`src/rtl/pipe_s_wallace_mul.sv`:
```
// Three-stage pipelined Wallace-tree multiplier with per-beat signed (Baugh-Wooley)
// or unsigned mode, an opaque tag riding along, and valid/ready backpressure on every stage.
module pipe_s_wallace_mul #(
  parameter int WIDTH = 8,
  parameter int TAG_W = 4
) (
  input  logic               clk,
  input  logic               rst_n,
  input  logic               in_valid,
  output logic               in_ready,
  input  logic [WIDTH-1:0]   in_a,
  input  logic [WIDTH-1:0]   in_b,
  input  logic               in_signed,
  input  logic [TAG_W-1:0]   in_tag,
  output logic               out_valid,
  input  logic               out_ready,
  output logic [2*WIDTH-1:0] out_p,
  output logic [TAG_W-1:0]   out_tag
);

  localparam int PW = 2 * WIDTH;
  localparam int NR = WIDTH + 1;

  function automatic int next_rows(input int n);
    return 2 * (n / 3) + n % 3;
  endfunction

  function automatic int tree_levels();
    int n;
    int l;
    n = NR;
    l = 0;
    while (n > 2) begin
      n = next_rows(n);
      l++;
    end
    return l;
  endfunction

  localparam int NLEV = tree_levels();
  // Baugh-Wooley correction ones at columns WIDTH and 2*WIDTH-1
  localparam logic [PW-1:0] SGN_ONES = (PW'(1) << WIDTH) | (PW'(1) << (PW - 1));

  logic                          w_rdy1, w_rdy2, w_rdy3;
  logic [WIDTH-1:0][WIDTH-1:0]   w_pp;
  logic [WIDTH-1:0][WIDTH-1:0]   r1_pp;
  logic                          r1_sgn, r1_vld;
  logic [TAG_W-1:0]              r1_tag;
  logic [PW-1:0]                 r2_s, r2_c;
  logic                          r2_vld;
  logic [TAG_W-1:0]              r2_tag;
  logic [PW-1:0]                 r3_p;
  logic                          r3_vld;
  logic [TAG_W-1:0]              r3_tag;

  assign w_rdy3   = !r3_vld || out_ready;
  assign w_rdy2   = !r2_vld || w_rdy3;
  assign w_rdy1   = !r1_vld || w_rdy2;
  assign in_ready = w_rdy1;

  // Row gj holds a[gi]&b[gj]; terms with exactly one MSB index are inverted in signed mode
  generate
    for (genvar gj = 0; gj < WIDTH; gj++) begin : g_row
      for (genvar gi = 0; gi < WIDTH; gi++) begin : g_bit
        localparam bit EDGE_TERM = (gi == WIDTH - 1) != (gj == WIDTH - 1);
        assign w_pp[gj][gi] = (in_a[gi] & in_b[gj]) ^ (in_signed & EDGE_TERM);
      end
    end
  endgenerate

  logic [PW-1:0] w_tree [NR];
  logic [PW-1:0] w_next [NR];
  int            w_nrows;

  // Parallel 3:2 compressor layers until only a sum row and a carry row remain
  always_comb begin
    w_tree  = '{default: '0};
    w_next  = '{default: '0};
    w_nrows = NR;
    for (int j = 0; j < WIDTH; j++) begin
      w_tree[j] = PW'(r1_pp[j]) << j;
    end
    w_tree[WIDTH] = r1_sgn ? SGN_ONES : '0;
    for (int l = 0; l < NLEV; l++) begin
      w_next = '{default: '0};
      for (int k = 0; k < NR / 3; k++) begin
        if (k < w_nrows / 3) begin
          w_next[2*k]   = w_tree[3*k] ^ w_tree[3*k+1] ^ w_tree[3*k+2];
          w_next[2*k+1] = ((w_tree[3*k] & w_tree[3*k+1]) |
                           (w_tree[3*k] & w_tree[3*k+2]) |
                           (w_tree[3*k+1] & w_tree[3*k+2])) << 1;
        end
      end
      for (int r = 0; r < 2; r++) begin
        if (r < w_nrows % 3) begin
          w_next[2*(w_nrows/3)+r] = w_tree[3*(w_nrows/3)+r];
        end
      end
      w_tree  = w_next;
      w_nrows = next_rows(w_nrows);
    end
  end

  logic [PW-2:0] w_g;
  logic [PW-1:0] w_p, w_c, w_sum;

  assign w_g    = r2_s[PW-2:0] & r2_c[PW-2:0];
  assign w_p    = r2_s ^ r2_c;
  assign w_c[0] = 1'b0;
  generate
    for (genvar gi = 0; gi < PW - 1; gi++) begin : g_rca
      assign w_c[gi+1] = w_g[gi] | (w_p[gi] & w_c[gi]);
    end
  endgenerate
  assign w_sum = w_p ^ w_c;

  always_ff @(posedge clk or negedge rst_n) begin
    if (!rst_n) begin
      r1_pp  <= '0;
      r1_sgn <= 1'b0;
      r1_tag <= '0;
      r1_vld <= 1'b0;
      r2_s   <= '0;
      r2_c   <= '0;
      r2_tag <= '0;
      r2_vld <= 1'b0;
      r3_p   <= '0;
      r3_tag <= '0;
      r3_vld <= 1'b0;
    end else begin
      if (w_rdy1) r1_vld <= in_valid;
      if (in_valid && w_rdy1) begin
        r1_pp  <= w_pp;
        r1_sgn <= in_signed;
        r1_tag <= in_tag;
      end
      if (w_rdy2) r2_vld <= r1_vld;
      if (r1_vld && w_rdy2) begin
        r2_s   <= w_tree[0];
        r2_c   <= w_tree[1];
        r2_tag <= r1_tag;
      end
      if (w_rdy3) r3_vld <= r2_vld;
      if (r2_vld && w_rdy3) begin
        r3_p   <= w_sum;
        r3_tag <= r2_tag;
      end
    end
  end

  assign out_valid = r3_vld;
  assign out_p     = r3_p;
  assign out_tag   = r3_tag;

endmodule

```
`config.mk`:
```
export PLATFORM = sky130hd
export DESIGN_NAME = pipe_s_wallace_mul
export DESIGN_NICKNAME = d
export VERILOG_FILES = /design/src/rtl/pipe_s_wallace_mul.sv
export SDC_FILE = /design/constraint.sdc
export NUM_CORES = 1
export LEC_CHECK = 0
export ABC_AREA = 1
export ABC_CLOCK_PERIOD_IN_PS = 4100
export CAP_MARGIN = 5
export CELL_PAD_IN_SITES_DETAIL_PLACEMENT = 1
export CELL_PAD_IN_SITES_GLOBAL_PLACEMENT = 2
export CORE_AREA = 2 2 141 156
export CTS_CLUSTER_DIAMETER = 200
export CTS_CLUSTER_SIZE = 12
export DETAILED_ROUTE_END_ITERATION = 10
export DIE_AREA = 0 0 143 158
export PLACE_DENSITY = 0.83
export SLEW_MARGIN = 20
export SYNTH_ARGS = -nofsm -noshare
export SYNTH_HDL_FRONTEND = slang
export SYNTH_SLANG_ARGS = --single-unit
```
`constraint.sdc`:
```
create_clock -name clk -period 4.1 [get_ports clk]
set_input_delay 1.23 -clock clk [delete_from_list [all_inputs] [get_ports clk]]
set_output_delay 1.23 -clock clk [all_outputs]
set_load 0.02 [all_outputs]
```
# Word-level counts from Yosys, hierarchy flattened
# Index checks and enable logic that the tools add are counted.
totals:
  regBits: 127
  inputBits: 25
  output_inout_bits: 22
classes:
  muxes: 1
  bitwise: 158
  reduce_logical: 9
op_table:
  columns: ["op", "n"]
  rows:
  - ["AND 15 bit", 14]
  - ["bitwise OR 15 bit", 12]
  - ["bitwise XOR 16 bit", 8]
  - ["AND 1 bit", 78]
  - ["AND 14 x 15 -> 15 bit", 2]
  - ["2-to-1 mux 16 bit", 1]
  - ["bitwise XOR 10 x 16 -> 16 bit", 1]
  - ["bitwise XOR 15 x 16 -> 16 bit", 1]
  - ["bitwise XOR 16 x 13 -> 16 bit", 1]
  - ["bitwise OR 15 x 10 -> 15 bit", 1]
  - ["bitwise OR 15 x 13 -> 15 bit", 1]
  - ["bitwise XOR 14 x 15 -> 15 bit", 1]
  - ["bitwise OR 1 bit", 14]
  - ["bitwise XOR 1 bit", 14]
  - ["AND 11 x 13 -> 13 bit", 1]
  - ["AND 12 x 13 -> 13 bit", 1]
  - ["bitwise XOR 12 x 13 -> 13 bit", 1]
  - ["AND 11 x 12 -> 12 bit", 1]
  - ["bitwise XOR 11 x 12 -> 12 bit", 1]
  - ["AND 8 x 10 -> 10 bit", 1]
  - ["AND 9 x 10 -> 10 bit", 1]
  - ["bitwise XOR 9 x 10 -> 10 bit", 1]
  - ["AND 8 x 9 -> 9 bit", 1]
  - ["bitwise XOR 8 x 9 -> 9 bit", 1]
  - ["other kinds (3)", 9]

# Longest topological paths before layout
# Gate-level depths: netlist of run 1.
logic_depth:
  word_depth: 30
  depth_mapped: 13
  mapped_depth_nobuf: 13

# Worst setup path before layout of run 1
# Ideal clock, no wire load.
synth_path:
  path_kind: "register to register"
  from: "register r2_s[5]"
  to: "register r3_p[15], in the netlist out_p[15]"
  arrival_time_ns: 4.215
  required_time_ns: 3.983
  slack_ns: -0.232
  path_stages_with_launch: 14
  path_buffers: 0
  period_less_slack_ns: 4.332
  path_cell_list: "dfrtp_1 ha_1 fa_1 fa_1 fa_1 fa_1 fa_1 fa_1 fa_1 fa_1 fa_1 nand3b_1 nand3_1 nand2_1"
synth_between:
  elab_chain_len: 22
  elab_cells_between_ends: 23
  cone_classes: "bitwise (23)"
synth_lines:
  columns: ["item", "line", "rtl"]
  rows:
  - ["from (decl)", "49", "logic [PW-1:0] r2_s, r2_c;"]
  - ["from (signal assigned)", "139", "r2_s <= w_tree[0];"]
  - ["bitwise XOR 16 bit", "108", "assign w_p = r2_s ^ r2_c;"]
  - ["AND 1 bit", "112", "assign w_c[gi+1] = w_g[gi] | (w_p[gi] & w_c[gi]);"]
  - ["bitwise OR 1 bit (*)", "112", null]
  - ["AND 1 bit (*)", "112", null]
  - ["bitwise OR 1 bit (*)", "112", null]
  - ["AND 1 bit (*)", "112", null]
  - ["bitwise OR 1 bit (*)", "112", null]
  - ["AND 1 bit (*)", "112", null]
  - ["[... 6 more ...]", null, null]
  - ["bitwise OR 1 bit (*)", "112", null]
  - ["AND 1 bit (*)", "112", null]
  - ["bitwise OR 1 bit (*)", "112", null]
  - ["AND 1 bit (*)", "112", null]
  - ["bitwise OR 1 bit (*)", "112", null]
  - ["AND 1 bit (*)", "112", null]
  - ["bitwise OR 1 bit (*)", "112", null]
  - ["bitwise XOR 16 bit (*)", "115", "assign w_sum = w_p ^ w_c;"]
  - ["to (signal assigned)", "145", "r3_p <= w_sum;"]
  - ["to (decl)", "52", "logic [PW-1:0] r3_p;"]
# Every way passes the cells marked *; elsewhere a longest branch is shown, timed or not.
# A chain may end at the register's enable or synchronous reset.

# Final worst setup path of run 1
# Ends and elaborated chain as after synthesis.

==> metrics.md, run 1 <==
| Metric | Value |
|---|---|
| Clk root buf | clkbuf_16 |
| Slowest CP cell | dfrtp_1 |
| Synthesized cell area | 6830 µm² |
| Final instance area | between 8000 and 9000 µm² |
| Share of cells above drive strength 1 | 0.0750 |
| Max Clock Freq | around 240 MHz |
| Rows | 56 |
| Hold path start | r1_pp[38] |
| Unrepaired setup endpoints after global routing | yes |
| TritonRoute pass-1 iters | 4 |
| Post-synthesis sequential area ratio | 0.450 |
| Largest net degree at the start of global routing | around 70 |
| Critical-path maximum fanout | 2 |
| Final Skew | 0.00617 ns |
| Clk_lat worst skew | about 0.42 ns |
| DRC Markers | 0 |
| Chip width | 143 µm |
| Port buffer count | 46 |
| Hold Crit Class | reg2reg |
| Period utilization | 1.01 |
| # nets final | 896 |
| Run status | finished, violations left |
| Post-synthesis cell type count | 15 |
| VDD IR max | 0.329 mV |
| Initial Util | 0.324 |
| Vias in the first global route | 5,335 |
| Worst slew pin tran | 0.824 ns |
| Rel. slew slack | 0.451 |
| Cell Area, Placed | 7530 µm² |
| Antenna viol nets, final | 0 |
| Synth Instances | 775 |
| Reg2reg start | r2_s[5] |
| Antenna violations before repair | 0 |
| Cell area power density | 610 nW/µm² |
| Area growth from synthesis to layout | 19.6% |
| Hold path cells | 2 |
| Crit path launch type | register |
| Global-route wire length before repair | 27.8 mm |
| Final setup vio count | 2 |
| Fin. Hold Viols | 0 |
| CTS tree | done |
| Leakage power figure | 4.26 nW |
| Clock Path Buffers | 2 |
| Max stage delay on crit path | 0.39 ns |
| Reg clk slew, reported paths | 0.06 ns |
| Critical path cell sequence | ha_2 -> fa_2 -> fa_2 -> fa_2 -> fa_2 -> fa_2 -> fa_2 -> fa_2 -> fa_2 -> fa_2 -> nand3b_1 -> nand3_1 -> nand2_1 |
| CP most frequent cell | fa_2 |
| Most frequent cells in the layout | nand2_1, dfrtp_1, nand3_1 |
| Crit path DAT | 4.46 ns |
| Vias per cell | 4.54 |
| Final hold slack | 0.469 ns |
| Syn Nets | about 870 |
| Dpl ws | -0.208 ns |
| Core Region | 21,100 µm² |
| Final min period | 4.15 ns |
| N_diodes | 0 |
| Detailed placement HPWL | roughly 11 mm |
| Worst setup path category | reg2reg |
| Final GP Congestion | roughly 0.71 |
| Placed insts | about 1,100 |
| Routed len/inst | 15.1 µm |
| H-tree depth | 4 |
| Commonest non-fill, non-tap cell in the layout | nand2_1 |
| Final WS setup | -0.0522 ns |
| CTS Buf Count | 17 |
| Setup TNS Final | -0.0682 ns |
| Die ar. | 22,600 µm² |
| Grt total ovfl | 0 |
| Final max-slew violation count | 0 |
| Failing checks | negative setup slack |
| Max Cap Violations | 0 |
| CP Capture Type | register |
| Critical Path Source | r2_s[5] |
| DR vias | 5,007 |
| Global Route Usage Sum | 0.160 |
| CTS Sinks | 123 |
| IO Pins | 47 |
| Synth warnings | 0 |
| DR iter-0 viols | roughly 300 |
| Yosys reg bits | 123 |
| CP required | around 4.4 ns |
| DRT Wirelength | around 17 mm |
| Mapped Avg Cell Area | approximately 8.8 µm² |
| Reg2reg path depth | 13 |
| Die Span Y | ~160 µm |
| Non-filler cells, final | 1,103 |
==> final cells by class <==
class	instances	area (µm²)
Tap cell	290	363
Multi-Input combinational cell	552	3370
Clock inverter	12	145
Timing Repair Buffer	61	578
Clock buffer	20	467
Fill cell	2445	12900
Sequential cell	123	3080
Inverter	45	169
==> what timing repair did <==
| action | in CTS | in global routing |
|---|---|---|
| hold buffers | 0 | 0 |
| gates cloned | 0 | 0 |
| gates resized for setup | 4 | 0 |
| buffers inserted | 2 | 1 |
| setup endpoints to repair | 2 | 2 |
| pin swaps | 1 | 1 |
==> metal layers <==
layer / track usage / routed length [µm] / up-vias
li1: - / - / 2457
met1: 0.214 / 8080 / 2479
met2: 0.262 / 8000 / 59
met3: 0.0302 / 402 / 12
met4: 0.0500 / 218 / 0
met5: 0 / 0 / -
==> where the power goes <==
group | switching, mW | internal [mW]
logic | 0.964 | 0.736
registers | 0.218 | 1.52
clock network | 0.547 | 0.998
==> kinds of logic after synthesis <==
kind of cell / Yosys count / share of synthesized area
xor+xnor: 1 / 0.00128
flops: 123 / 0.450
simple gates: 479 / 0.305
fa+ha+maj: 71 / 0.182
buf+inv: 100 / 0.0611
compound gates: 1 / 0.000732
==> stage by stage <==
stage	utilization	power [mW]
global route	0.387	5.42
global placement	0.357	3.40
detailed placement	0.357	3.47
finish	0.387	4.98
floorplan	-	2.85
CTS	0.387	5.07
==> cells in the mapped netlist, drive strengths merged <==
master / number / area (µm²)
clkbuf: 30 / 113
nand3: 66 / 330
nand3b: 51 / 383
fa: 47 / 941
dfrtp: 123 / 3080
nand2: 361 / 1360
o21ai: 1 / 5.00
nand4: 1 / 12.5
xnor2: 1 / 8.76
inv: 45 / 169
buf: 25 / 136
ha: 24 / 300
==> final timing paths <==
check	to	slack, ns
min in group asynchronous	r1_pp[39]	0.82
max in group asynchronous	r2_s[3]	2.53
hold reg to reg	r1_pp[38]	0.47
setup reg to reg	out_p[15]	-0.05
hold / removal	r1_pp[38]	0.47
setup / recovery	out_p[15]	-0.05
==> critical path, delay by kind of cell, from the launching register on <==
family                   cells  cell delay [ns]
adder cells (fa/ha/maj)     10             3.35
flip-flops                   1             0.39
AND/OR/NAND/NOR              3             0.33
==> registers in the layout, indices dropped and copies added, names as in the netlist, 4 cells and up <==
name	cells
out_p	16
r2_s	16
r2_tag	4
out_tag	4
r1_pp	64
r1_tag	4
r2_c	11
(Power assumes the default switching activity.)
==> inputs of run 2 (changes only) <==
- MAX_ROUTING_LAYER: not set -> met4
- TNS_END_PERCENT: not set -> 30
==> metrics.md, run 2 (synthesized netlist as in run 1, its figures left out) <==
| Metric | Value |
|---|---|
| Run status | finished, violations left |
| Failing checks | negative setup slack |
| Crit path DAT | ~4.5 ns |
| Hold buffer count at cts | 0 |
| Initial Util | 0.324 |
| Fin. Hold Viols | 0 |
| Final max-slew violation count | 0 |
| Die ar. | 22,600 µm² |
| Core Region | 21,100 µm² |
| Vias in the first global route | 5,326 |
| Met3 wire len | 432 µm |
| CP required | roughly 4.4 ns |
| Final WS setup | -0.0510 ns |
| Worst slew pin tran | 0.825 ns |
| Combinational fraction of design power | 0.341 |
| Leakage power figure | ~4.3 nW |
| Critical-path maximum fanout | 2 |
| DR WL met2 | 8.06 mm |
| Largest register FFs | 64 |
| Reg power frac | 0.349 |
| Clock Path Buffers | 2 |
| Hold path start | r1_pp[38] |
| Vias per cell | 4.52 |
| H-tree depth | 4 |
| CP Capture Type | register |
| Reg clk slew, reported paths | roughly 0.060 ns |
| Pint | 3.25 mW |
| Unrepaired setup endpoints after global routing | yes |
| Reg2reg path depth | 13 |
| Detailed placement HPWL | 11.2 mm |
| Sw Ratio | 0.346 |
| Antenna viol nets, final | 0 |
| IO Pins | 47 |
| DR vias | 4,982 |
| Crit path launch type | register |
| Final setup vio count | 2 |
| Hold Crit Class | reg2reg |
| Period utilization | 1.01 |
| Area growth from synthesis to layout | 19.5% |
| Global-route wire length before repair | 27.8 mm |
| Final hold slack | 0.468 ns |
| Port buffer count | 46 |
| Rel. slew slack | 0.450 |
| Critical path cell sequence | ha_2 -> fa_2 -> fa_2 -> fa_2 -> fa_2 -> fa_2 -> fa_2 -> fa_2 -> fa_2 -> fa_2 -> nand3b_1 -> nand3_1 -> nand2_1 |
| CTS tree | done |
| Routed len/inst | 15.2 µm |
| Slowest CP cell | dfrtp_1 |
| Max Clock Freq | 241 MHz |
| Global Route Usage Sum | 0.164 |
| N_diodes | 0 |
| Grt total ovfl | 0 |
| Dpl ws | -0.208 ns |
| CTS Sinks | 123 |
| Hold path cells | 2 |
| Hold Path End | r1_pp[38] |
| Max Used Layer | met4 |
| DRT Wirelength | roughly 17 mm |
| Max stage delay on crit path | a little under 0.4 ns |
| Clock share of power | 0.310 |
| Chip width | around 140 µm |
| TritonRoute pass-1 iters | 4 |
| Largest reg by FF count | r1_pp |
| M1 WL | approximately 8 mm |
| Cell Area, Placed | 7530 µm² |
| Die Span Y | 158 µm |
| Tot Pwr | approximately 5 mW |
| NetSw | 1.72 mW |
| Worst setup path category | reg2reg |
| Final GP Congestion | slightly above 0.7 |
| Antenna violations before repair | 0 |
| Reg2reg start | r2_s[5] |
| Worst R2R Setup Slack | -0.05 ns |
| Largest net degree at the start of global routing | 72 |
| Final min period | 4.15 ns |
| Clk_lat worst skew | 0.42 ns |
| CP most frequent cell | fa_2 |
| Setup TNS Final | -0.0647 ns |
| Max Cap Violations | 0 |
| Cell area power density | 610 nW/µm² |
| Worst R2R End | out_p[15] |
| Clk root buf | clkbuf_16 |
| CTS Buf Count | 17 |
| Commonest non-fill, non-tap cell in the layout | nand2_1 |
| Rows | 56 |
| Final Skew | about 0.006 ns |
| Final instance area | 8160 µm² |
| DR iter-0 viols | 278 |
| Share of cells above drive strength 1 | 0.0739 |
| VDD IR max | 0.330 mV |
| DRC Markers | 0 |
| Most frequent cells in the layout | nand2_1, dfrtp_1, nand3_1 |
| # nets final | 895 |
| Fillers | 2,446 |
## run 2: cell types whose count changed in the layout (fill, tap and decap cells not counted)
cell and delta:
buf_4 -1
## run 2: stage by stage
stage,utilization,std cells
6_report,0.387,1102
5_1_grt,0.387,1102
4_1_cts,0.387,1101
3_5_place_dp,0.357,1068
3_3_place_gp,0.357,1068
2_1_floorplan,-,775
## run 2: timing repair
action,4_1_cts,5_1_grt
setup endpoints to repair,2,2
setup buffers,1,1
resized for setup,4,0
## run 2: area by class of cell
class                      instances  area [µm²]  share of cell area
multi-input combinational        552        3370               0.413
sequential                       123        3080               0.377
timing repair buffer              60         571              0.0699
clock buffer                      20         467              0.0572
tap                              290         363              0.0444
inverter                          45         169              0.0207
clock inverter                    12         145              0.0178
## run 2: how the worst max path moves through the flow
stage | startpoint | end | slack [ns] | cells past startpoint
floorplan | r2_s[5] | out_p[15] | 0.007 | 13
global placement | r2_s[5] | out_p[15] | -0.13 | 13
detailed placement | r2_s[5] | out_p[15] | -0.21 | 13
CTS | r2_c[5] | out_p[15] | -0.06 | 13
global route | r2_s[5] | out_p[15] | -0.18 | 13
finish | r2_s[5] | out_p[15] | -0.05 | 13
## run 2: power by group through the flow
stage / clock [mW] / combinational [mW] / sequential (mW)
floorplan: 0 / 1.03 / 1.82
global placement: 0 / 1.65 / 1.75
detailed placement: 0 / 1.71 / 1.76
CTS: 1.58 / 1.74 / 1.75
global route: 1.63 / 2.00 / 1.79
finish: 1.54 / 1.70 / 1.74
## run 2: per-layer routing
layer,track usage,up-vias
met4,0.0500,0
met2,0.262,57
li1,-,2453
met5,-,-
met1,0.214,2459
met3,0.0302,13
## run 2: worst max-delay path, delay by kind of cell (launching register included)
kind / cells / cell delay [ns]
adder cells (fa/ha/maj): 10 / 3.34
flip-flops: 1 / 0.39
AND/OR/NAND/NOR: 3 / 0.33
==> RTL change 1 (config.mk and constraints of run 1) <==
Reset style: synchronous (`rst_n`), changed in one clocked block.
--- a/src/rtl/pipe_s_wallace_mul.sv
+++ b/src/rtl/pipe_s_wallace_mul.sv
@@ -114,7 +114,7 @@
   endgenerate
   assign w_sum = w_p ^ w_c;
 
-  always_ff @(posedge clk or negedge rst_n) begin
+  always_ff @(posedge clk) begin
     if (!rst_n) begin
       r1_pp  <= '0;
       r1_sgn <= 1'b0;
Formal check against the unedited RTL: not equivalent (Yosys sat finds a counterexample within 4 cycles, from zero or initial values and one cycle with rst_n low; the reset may be asserted at any time).
==> RTL change 1 against run 1 <==
- area after synthesis shrank 3.9%
- critical endpoint is now out_p[14]$_SDFFE_PN0P_
- final area decreased by 4.4%
- critical path depth fell by 1
- worst hold slack improved by 5.4 ps
- critical path type unchanged
- sequential cell count unchanged
- wire length up 0.99%
- setup slack gained 130 ps
Power is not compared: it rests on default switching activity, and its combinational part moved more than twofold at a synthesized area within 25%.
==> RTL change 1: results (changes against run 1) <==
| Metric | Value |
|---|---|
| GRT Total Usage | 15.9% (-0.060 points) |
| Main synth FF type | dfxtp_1 |
| Final setup margin | 80.6 ps (+133 ps) |
| Number of diodes | 0 (unchanged) |
| Critical-path top delay cell | fa_2 |
| Post-CTS Setup Inserts | 1 (-1) |
| Post-CTS resize count | 7 (+3) |
| Leading cell types by count after synthesis | nor2_1 (176), nand2_1 (173), dfxtp_1 (123) |
| Share of cells above drive strength 1 | 6.65% (-0.85 points) |
| Slew margin rel. | 46.4% (+1.4 points) |
| Design internal power | 2.52 mW |
| Hold Path Stages | 2 (unchanged) |
| Gpl congestion | 0.732 (+2.9%) |
| First-pass GRT wire length | 28000 um (+0.82%) |
| Max Clock Skew | 6.47 ps (+0.301 ps) |
| DP Area | 7170 um^2 (-4.8%) |
| Maximum VDD drop | 289 uV |
| Final HPWL DP | 11000 um (-2.1%) |
| Iter 0 DRT Violations | 241 (-20%) |
| DR WL/cell | 14.3 um (-5.4%) |
| Largest Register | r1_pp |
| Reg2reg start | r2_s[5]$_SDFFE_PN0P_ |
| R2R Path End | out_p[14]$_SDFFE_PN0P_ |
| Port Buf Inserts | 46 (unchanged) |
| Largest net degree at the start of global routing | 97 (+35%) |
| Leak pwr | roughly 3.6 nW |
| Nets | 970 (+8.3%) |
| Synth area leaders | dfxtp_1 (37%), fa_1 (14%), nor2_1 (10%), nand2_1 (9.9%), nand3_1 (5.8%) |
| CP top delay family | adder cells |
| Vias per cell | 4.56 (+0.56%) |
| Dpl ws | -170 ps (+38.3 ps) |
| Syn nets | 967 (+11%) |
| Synth cell types | 19 (+4) |
| Status | finished, final reports clean |
| Ys Warns | 0 (unchanged) |
| Vias in the first global route | 5249 (-1.6%) |
| Register area share after synthesis | 37.5% (-7.6 points) |
| FFs w/ async S/R, synth | 0% (-100 points) |
| Via count | 5373 (+7.3%) |
| Crit Path Max Fanout | 2 (unchanged) |
| Detail Route Antenna Nets | 0 (unchanged) |
| CP max stage delay | 520 ps (+130 ps) |
| End of the worst hold path | r1_pp[0]$_SDFFE_PN0P_ |
| Fin Hold WS | 475 ps (+5.42 ps) |
| Synth Instances | 871 (+12%) |
| DP Cell Count | 1144 (+7.1%) |
| HP Start | r1_pp[0]$_SDFFE_PN0P_ |
==> RTL change 1: cell count changes after synthesis, sizes merged, moves of 10 or more <==
| cell | change |
|---|---|
| nand2 | -188 |
| nor2 | +176 |
| dfrtp | -123 |
| dfxtp | +123 |
| a21oi | +68 |
| o21ai | +50 |
| nand3b | -47 |
| buf | +14 |
| inv | +12 |
| nand3 | +10 |
==> RTL change 1: cells by family after synthesis <==
kind of cell    Yosys count  share of synthesized area, %
compound gates          119                          9.06
xor+xnor                  1                         0.133
fa+ha+maj                71                          18.9
buf+inv                 127                          8.06
flops                   123                          37.5
simple gates            430                          26.4
==> RTL change 1: layout make-up <==
class / instances / area [um^2]
clock buffer: 20 / 457
clock inverter: 12 / 146
fill: 2550 / 13300
inverter: 57 / 214
multi-input combinational: 621 / 3630
sequential: 123 / 2460
tap: 290 / 363
timing repair buffer: 54 / 541
==> RTL change 1: layer usage <==
| layer | part of all wire (%) | routed length (um) | up-vias | track usage (%) |
|---|---|---|---|---|
| met5 | 0 | 0 | - | 0 |
| met4 | 1.6 | 271 | 0 | 4.95 |
| met3 | 2.9 | 481 | 23 | 3.12 |
| met2 | 45 | 7540 | 71 | 24.6 |
| met1 | 51 | 8570 | 2526 | 22.4 |
| li1 | - | - | 2753 | - |
==> RTL change 1: power groups by stage <==
| stage | Sequential [mW] | Clock, mW | Combinational [mW] |
|---|---|---|---|
| floorplan | 1.36 | 0 | 0.423 |
| global placement | 1.36 | 0 | 0.607 |
| detailed placement | 1.36 | 0 | 0.625 |
| CTS | 1.34 | 1.57 | 0.633 |
| global route | 1.35 | 1.62 | 0.733 |
| finish | 1.34 | 1.54 | 0.619 |
==> RTL change 1: worst min-delay path: stages, from the launching register on <==
cell and delay [ps]:
dfxtp_1 320, a21oi_1 40, nor2_1 80
==> RTL change 2 (config.mk and constraints of run 1) <==
Made on the original files. `TAG_W`: 4 -> 6.
--- a/src/rtl/pipe_s_wallace_mul.sv
+++ b/src/rtl/pipe_s_wallace_mul.sv
@@ -2,7 +2,7 @@
 // or unsigned mode, an opaque tag riding along, and valid/ready backpressure on every stage.
 module pipe_s_wallace_mul #(
   parameter int WIDTH = 8,
-  parameter int TAG_W = 4
+  parameter int TAG_W = 6
 ) (
   input  logic               clk,
   input  logic               rst_n,
Interface: changed (resized in_tag and out_tag); port bits go from 47 to 51. The function was not compared with the original's and may differ.
==> RTL change 2 against run 1 <==
- sequential cell count up 6
- power rose by 7.6%
- clock skew down 1.4 ps
- area after synthesis is 4.7% higher
- first-iteration DRC count is 20% lower
- final area up 3.8%
- wire length up 5.0%
- setup slack gained 56 ps
- largest cell class unchanged
- largest power group unchanged
==> RTL change 2: results (changes against run 1) <==
| Metric | Value |
|---|---|
| Status | finished, final reports clean |
| Share of cells above drive strength 1 | 7.07% (-0.44 points) |
| Fill cells | 2444 (-0.041%) |
| Compound-Gate Fraction of Synth Area | 0.0700% (-0.0033 points) |
| M2 GR Usage | 29.6% (+3.4 points) |
| Fraction of area in multi-input gates | 40.8% (-0.47 points) |
| HP Start | r2_tag[0]$_DFFE_PN0P_ |
| Leading cell types by count after synthesis | nand2_1 (373), dfrtp_1 (129), nand3_1 (69) |
| Dpl ws | -183 ps (+24.7 ps) |
| WL met2 | 8590 um (+7.4%) |
| Nets | 920 (+2.7%) |
| Layout clock area frac | 8.07% (+0.58 points) |
| Syn nets | 898 (+3.1%) |
| Final HPWL DP | 11400 um (+1.5%) |
| Slew margin rel. | 44.7% (-0.32 points) |
| Vias per cell | 4.62 (+1.8%) |
| Maximum VDD drop | 302 uV (-8.1%) |
| Post-Route M1 WL | 8290 um (+2.5%) |
| DR WL/cell | 15.6 um (+2.9%) |
| DP Cell Count | 1092 (+2.2%) |
| Port Buf Inserts | 50 (+8.7%) |
| XOR/XNOR Fraction of Synth Area | 0.122% (-0.0057 points) |
| FF-to-FF path depth | 12 (-1) |
| Adder-cell share of the synthesized area | 17.4% (-0.81 points) |
| Synth area leaders | dfrtp_1 (45%), nand2_1 (20%), fa_1 (13%), nand3b_1 (5.4%), nand3_1 (4.8%) |
| Clock group power | 1.76 mW (+14%) |
| Register area share after synthesis | 45.1% (+0.090 points) |
| #FFs+latches synth | 129 (+4.9%) |
| Met3 usage | 2.90% (-0.12 points) |
| DP Area | 7770 um^2 (+3.2%) |
| Buffers, non-clock | 59 (-3.3%) |
| Vias in the first global route | 5722 (+7.3%) |
| Fraction of area in registers | 38.1% (+0.40 points) |
| Synth cell types | 19 (+4) |
| Final core utilization | 40.2% (+1.5 points) |
| Comb pwr share | 33.2% (-0.9 points) |
| First-pass GRT wire length | 30200 um (+8.7%) |
| GRT Total Usage | 17.2% (+1.2 points) |
| Largest net degree at the start of global routing | 73 (+1.4%) |
| Leak pwr | 4.38 nW (+3.0%) |
| Data buffer area share | 6.80% (-0.27 points) |
| Clock share of power | 32.9% (+1.9 points) |
| Via count | 5199 (+3.8%) |
| Multi-input comb cells | 570 (+3.3%) |
| Gpl congestion | 0.724 (+1.8%) |
| Design internal power | 3.53 mW (+8.6%) |
| CP max stage delay | 530 ps (+140 ps) |
| Met1 usage | 22.2% (+0.73 points) |
| Largest Register | r1_pp |
| Sum Neg Setup Slack | 0 ps (+68.2 ps) |
| Max Clock Skew | 4.73 ps (-1.44 ps) |
| Iter 0 DRT Violations | 242 (-20%) |
| Synth Area per Inst | 8.94 um^2 (+1.4%) |
| Critical-path top delay cell | fa_2 |
RTL change 2: changes by cell type in the layout (fill, tap and decap cells not counted), moves of 3 or more:
cell	change
dfrtp_1	+6
clkinvlp_4	+3
buf_4	-7
clkdlybuf4s50_1	+4
clkinv_2	-6
bufinv_16	+3
nand2_1	+12
RTL change 2: path summary, 6_finish.rpt:
path / endpoint / slack (ps)
worst max-delay path: out_p[14]$_DFFE_PN0P_ / 4
worst min-delay path: out_tag[0]$_DFFE_PN0P_ / 470
worst max register to register: out_p[14]$_DFFE_PN0P_ / 4
worst min register to register: out_tag[0]$_DFFE_PN0P_ / 470
max in group asynchronous: r2_c[6]$_DFFE_PN0P_ / 2520
min in group asynchronous: r1_pp[38]$_DFFE_PN0P_ / 790
RTL change 2: what timing repair did:
action / CTS / global route
pin swaps: 0 / 1
gates resized for setup: 4 / 2
buffers inserted: 1 / 0
setup endpoints to repair: 2 / 2
